$ cat config.mk
export PLATFORM = sky130hd
export DESIGN_NAME = c3lib_sync3_share_sched
export DESIGN_NICKNAME = d
export VERILOG_FILES = /design/src/rtl/c3lib_sync_sched_pkg.sv /design/src/rtl/c3lib_rr_arb.sv /design/src/rtl/c3lib_sync3_ulvt_bitsync.sv /design/src/rtl/c3lib_sync3_share_sched.sv
export SDC_FILE = /design/constraint.sdc
export NUM_CORES = 1
export LEC_CHECK = 0
export ABC_AREA = 0
export CORE_MARGIN = 2
export CORE_UTILIZATION = 50
export CTS_CLUSTER_DIAMETER = 150
export DETAILED_ROUTE_END_ITERATION = 8
export MAX_ROUTING_LAYER = met4
export PLACE_DENSITY = 0.91
export REMOVE_ABC_BUFFERS = 1
export SLEW_MARGIN = 10
export SYNTH_ARGS = -nofsm -noshare
export SYNTH_HDL_FRONTEND = slang
export SYNTH_SLANG_ARGS = --single-unit
$ cat constraint.sdc
create_clock -name clk -period 2.6 [get_ports clk]
set_input_delay 0.52 -clock clk [delete_from_list [all_inputs] [get_ports clk]]
set_output_delay 0.52 -clock clk [all_outputs]
set_load 0.02 [all_outputs]
$ cat src/rtl/c3lib_sync_sched_pkg.sv
// Shared types and constants for the shared-synchronizer scheduler.
// Holds the scheduler state encoding and the minimum settle time.
package c3lib_sync_sched_pkg;

    typedef enum logic [1:0] {
        ST_IDLE    = 2'd0,
        ST_SETTLE  = 2'd1,
        ST_CAPTURE = 2'd2
    } sched_state_e;

    // Three sync stages must fill with the new source before capture.
    localparam int SETTLE_MIN = 3;

endpackage

$ cat src/rtl/c3lib_rr_arb.sv
// Rotating-priority first-one finder.
// Returns the first set bit of req at or after ptr, wrapping from N-1 to 0.
module c3lib_rr_arb #(
    parameter int N  = 4,
    parameter int IW = $clog2(N)
) (
    input  logic [N-1:0]  req,
    input  logic [IW-1:0] ptr,
    output logic [N-1:0]  grant_oh,
    output logic [IW-1:0] grant_idx
);

    logic found;

    // First pass covers ptr..N-1; the second pass picks up the wrap 0..ptr-1.
    always_comb begin
        grant_oh  = '0;
        grant_idx = '0;
        found     = 1'b0;
        for (int k = 0; k < N; k++) begin
            if (!found && (IW'(k) >= ptr) && req[k]) begin
                found       = 1'b1;
                grant_oh[k] = 1'b1;
                grant_idx   = IW'(k);
            end
        end
        for (int k = 0; k < N; k++) begin
            if (!found && req[k]) begin
                found       = 1'b1;
                grant_oh[k] = 1'b1;
                grant_idx   = IW'(k);
            end
        end
    end

endmodule

$ cat src/rtl/c3lib_sync3_ulvt_bitsync.sv
// Three-stage multi-bit synchronizer bank, clocked every cycle.
// Bits are synchronized independently; callers must hold the input quasi-static.
module c3lib_sync3_ulvt_bitsync #(
    parameter int DWIDTH    = 1,
    parameter int RESET_VAL = 0
) (
    input  logic              clk,
    input  logic              rst_n,
    input  logic [DWIDTH-1:0] data_in,
    output logic [DWIDTH-1:0] data_out
);

    localparam logic [DWIDTH-1:0] FILL = (RESET_VAL != 0) ? '1 : '0;

    logic [DWIDTH-1:0] s1, s2, s3;

    always_ff @(posedge clk) begin
        if (!rst_n) begin
            s1 <= FILL;
            s2 <= FILL;
            s3 <= FILL;
        end else begin
            s1 <= data_in;
            s2 <= s1;
            s3 <= s2;
        end
    end

    assign data_out = s3;

endmodule

$ cat src/rtl/c3lib_sync3_share_sched.sv
// Time-multiplexes NSRC async status buses through one shared 3-stage sync bank,
// holding a clk-domain snapshot per source.
module c3lib_sync3_share_sched
    import c3lib_sync_sched_pkg::*;
#(
    parameter int NSRC      = 4,
    parameter int DWIDTH    = 8,
    parameter int SETTLE    = 4,
    parameter int AUTOSCAN  = 1,
    parameter int RESET_VAL = 0
) (
    input  logic                     clk,
    input  logic                     rst,
    input  logic [NSRC*DWIDTH-1:0]   src_data_in,
    input  logic [NSRC-1:0]          src_en,
    input  logic [NSRC-1:0]          src_req,
    output logic [NSRC*DWIDTH-1:0]   snap_data,
    output logic [NSRC-1:0]          snap_valid,
    output logic [NSRC-1:0]          snap_seen,
    output logic                     busy,
    output sched_state_e             state_dbg
);

    // Interface: src_req is a pulse or level with no acknowledge; snap_valid is a
    // one-cycle qualifier of the updated snap_data slice, with no backpressure.

    localparam int SEL_W = $clog2(NSRC);
    localparam int CNT_W = $clog2(SETTLE);
    localparam logic [NSRC*DWIDTH-1:0] SNAP_FILL = (RESET_VAL != 0) ? '1 : '0;

    if (SETTLE < SETTLE_MIN || NSRC < 2) begin : g_param_check
        $fatal(1, "c3lib_sync3_share_sched: SETTLE must be >= 3 and NSRC >= 2");
    end

    sched_state_e      state, state_nxt;
    logic [SEL_W-1:0]  sel, sel_nxt, rr_ptr, grant_idx;
    logic [CNT_W-1:0]  cnt, cnt_nxt;
    logic [NSRC-1:0]   pending, cand_req, cand, grant_oh, cap_mask;
    logic              grant_any, capture;
    logic [DWIDTH-1:0] sync_in, sync_out;

    assign capture   = (state == ST_CAPTURE);
    assign busy      = (state != ST_IDLE);
    assign state_dbg = state;
    assign grant_any = |grant_oh;

    // Autoscan only fills otherwise-idle time; real requests always win.
    always_comb begin
        cand_req = (pending | src_req) & src_en;
        cand     = cand_req;
        if (AUTOSCAN != 0 && cand_req == '0) cand = src_en;
    end

    c3lib_rr_arb #(.N(NSRC), .IW(SEL_W)) u_arb (
        .req       (cand),
        .ptr       (rr_ptr),
        .grant_oh  (grant_oh),
        .grant_idx (grant_idx)
    );

    always_comb begin
        sync_in  = '0;
        cap_mask = '0;
        for (int k = 0; k < NSRC; k++) begin
            if (sel == SEL_W'(k)) begin
                sync_in     = src_data_in[k*DWIDTH +: DWIDTH];
                cap_mask[k] = capture;
            end
        end
    end

    c3lib_sync3_ulvt_bitsync #(.DWIDTH(DWIDTH), .RESET_VAL(RESET_VAL)) u_sync (
        .clk      (clk),
        .rst_n    (~rst),
        .data_in  (sync_in),
        .data_out (sync_out)
    );

    always_comb begin
        state_nxt = state;
        sel_nxt   = sel;
        cnt_nxt   = cnt;
        case (state)
            ST_IDLE: begin
                if (grant_any) begin
                    sel_nxt   = grant_idx;
                    cnt_nxt   = CNT_W'(SETTLE - 1);
                    state_nxt = ST_SETTLE;
                end
            end
            ST_SETTLE: begin
                if (cnt == '0) state_nxt = ST_CAPTURE;
                else           cnt_nxt   = cnt - 1'b1;
            end
            ST_CAPTURE: state_nxt = ST_IDLE;
            default:    state_nxt = ST_IDLE;
        endcase
    end

    always_ff @(posedge clk) begin
        if (rst) begin
            state      <= ST_IDLE;
            sel        <= '0;
            cnt        <= '0;
            rr_ptr     <= '0;
            pending    <= '0;
            snap_data  <= SNAP_FILL;
            snap_valid <= '0;
            snap_seen  <= '0;
        end else begin
            state      <= state_nxt;
            sel        <= sel_nxt;
            cnt        <= cnt_nxt;
            // A request arriving with its own capture survives; disable wins over both.
            pending    <= ((pending & ~cap_mask) | src_req) & src_en;
            snap_valid <= cap_mask;
            snap_seen  <= snap_seen | cap_mask;
            if (capture) begin
                rr_ptr <= (sel == SEL_W'(NSRC - 1)) ? '0 : sel + 1'b1;
            end
            for (int k = 0; k < NSRC; k++) begin
                if (cap_mask[k]) snap_data[k*DWIDTH +: DWIDTH] <= sync_out;
            end
        end
    end

endmodule

==> qor.yml <==
synth:
  yosysMostFrequentCell: "dfxtp_1"
  syn-instance-count: 335
  ys_seq_elements: 76
  synth_largest_area_cell: "dfxtp_1"
  synth_area_per_cell_um2: 8.64
  synth.distinct_cells: 40
  syn_area_mm2: 0.00289
  synth_area_leaders: "dfxtp_1 53%, nand2_1 8.7%, a21oi_1 7.8%"
  synth-seq-area-share_pct: 52.6
  synth_warnings: 0
  synth.top_cell.area_share_pct: 52.6
  ys_top_cells_by_count: "76 x dfxtp_1, 67 x nand2_1, 45 x a21oi_1"
  synthFlopType: "dfxtp_1"
  synth_edf_count: 0
  ys_async_sr_fraction_pct: 0
sta:
  fmax_mhz: 477
  setup_ws_ps: 504
  layout_min_cycle_time_ps: 2100
  period_share_pct: 80.6
  rsz0062_at_grt: "no"
  clock-skew-final_ps: 11.3
  finalMaxSlewViolations: 0
  timing.hold.ws_ps: 430
  setup_viol: 0
  slew_headroom_pct: 56.8
  finalHoldViolCount: 0
  setup-tns-final_ps: 0
  tightest_slew_ps: 647
cts:
  cts_tree: "done"
  clock-sinks: 76
  hold_buffers: 0
  postCtsSetupRepairBufs: 0
  post_cts_resized: 0
  insertion_delay_ps: 350
  htreeDepth: 3
  cts.clk_slew.worst_paths_ps: 80
  numCtsBuffers: 9
  cts-root-buf: "clkbuf_8"
  clockBufferDepth: 2
global_route:
  grt_pass1_vias: 2382
  grt.total_usage_pct: 22.3
  grt_pass1_wl_um: 10700
  grt_max_degree: 61
  grt_overflow: 0
  antenna_found_initial: 0
floorplanning:
  fp.dieH_um: 80.1
  die_w_um: 80.1
  dieArea_mm2: 0.00641
  io_pins: 85
  num_rows: 27
  coreArea_mm2: 0.00554
  start_util_pct: 52.2
final_layout:
  fin_cells: 491
  fin_nets: 461
  syn_to_final_growth_pct: 39.2
  utilization_pct: 72.7
  drive_above_1_share_pct: 6.92
  n_antenna_cell: 0
route:
  routed_via_density: 5.27
  dr.pass1.iters: 4
  finalWirelength_um: 6670
  num_vias: 2587
  antenna_left: 0
  drt_iter0_markers: 174
  drc: 0
  drt-wirelength-per-cell_um: 13.6
placement:
  dp_cells: 475
  port_buffers: 84
  gp_congestion: 0.858
  dp_hpwl_um: 4540
  place_ws_ps: 546
job:
  drv_cap: 0
pwr:
  ir_worst_vdd_v: 0.000425
  p_leak_nw: 1.48
  powerDensity_mw_per_mm2: 700
setup_path:
  arrival_ps: 1580
  cp-start-kind: "register"
  worstSetupPathType: "register to output pin"
  critPathMaxFanout: 7
  required_ps: 2080
  startpoint: "state_dbg[1]$_SDFFE_PP0P_"
  reg2reg_from: "sel[1]$_SDFFE_PP0P_"
  end_kind: "output pin"
  r2r_slack_ps: 630
min_path:
  min_path_type: "register to register"
  hp-start: "u_sync.s2[1]$_SDFF_PP0_"
status:
  status: "complete, no violations"
-- kinds of logic after synthesis --
kind of cell | Yosys count | share of synthesized area (%)
AOI/OAI and AO/OA | 72 | 15.8
adders and majority gates | 5 | 2.16
buffers and inverters | 25 | 3.98
DFF | 76 | 52.6
muxes | 2 | 0.735
and+or+nand+nor | 155 | 24.8
-- area by class of cell --
type | count | area [um^2]
Clock buffer | 9 | 124
Clock inverter | 7 | 146
Fill cell | 439 | 1510
Inverter | 7 | 26.3
Multi-Input combinational cell | 234 | 1260
Sequential cell | 76 | 1520
Tap cell | 72 | 90.1
Timing Repair Buffer | 86 | 863
-- critical path: stages (launching register included) --
cell	delay, ps
dfxtp_1	440
or2_1	180
clkdlybuf4s50_1	610
-- cell usage in the layout, fill, tap and decap left out, drive strengths merged, types with 2 or more instances in the layout --
| cell type | instances |
|---|---|
| a211oi | 2 |
| a21boi | 2 |
| a21o | 2 |
| a21oi | 45 |
| a221oi | 9 |
| and2 | 4 |
| buf | 3 |
| bufinv | 4 |
| clkbuf | 9 |
| clkdlybuf4s50 | 83 |
| dfxtp | 76 |
| ha | 5 |
| inv | 9 |
| nand2 | 71 |
| nand3 | 2 |
| nand4 | 4 |
| nor2 | 30 |
| nor2b | 25 |
| nor3 | 12 |
| nor3b | 3 |
| o21ai | 5 |
-- registers in the layout (all words and copies together), names as in the netlist --
register	cells
snap_data	32
u_sync.s1	8
u_sync.s2	8
state_dbg	2
snap_valid	4
rr_ptr	2
sel	2
snap_seen	4
u_sync.data_out	8
cnt	2
pending	4
-- final timing paths --
path | endpoint | cells after the start
worst max-delay path | busy | 2
worst min-delay path | u_sync.data_out[1]$_SDFF_PP0_ | 1
worst max register to register | u_sync.s1[7]$_SDFF_PP0_ | 7
worst min register to register | u_sync.data_out[1]$_SDFF_PP0_ | 1
-- power by group --
part,switching [W],internal [W]
sequential,0.0000326,0.00123
clock,0.000454,0.000743
combinational,0.000183,0.000183
-- routing by layer --
metal	share of wire, %	track usage (%)	wire, um	vias up
li1	-	-	-	1290
met1	44	26.4	2960	1200
met2	49	36.8	3270	89
met3	5.3	3.82	351	8
met4	1.3	10.5	88	0
met5	0	-	0	-
-- through the flow --
step	instance area, um^2	power, W
CTS	4030	0.00283
finish	4030	0.00282
detailed placement	3760	0.00165
global placement	3760	0.00164
global route	4030	0.00292
floorplan	2810	0.00149
(Power assumes the default switching activity.)
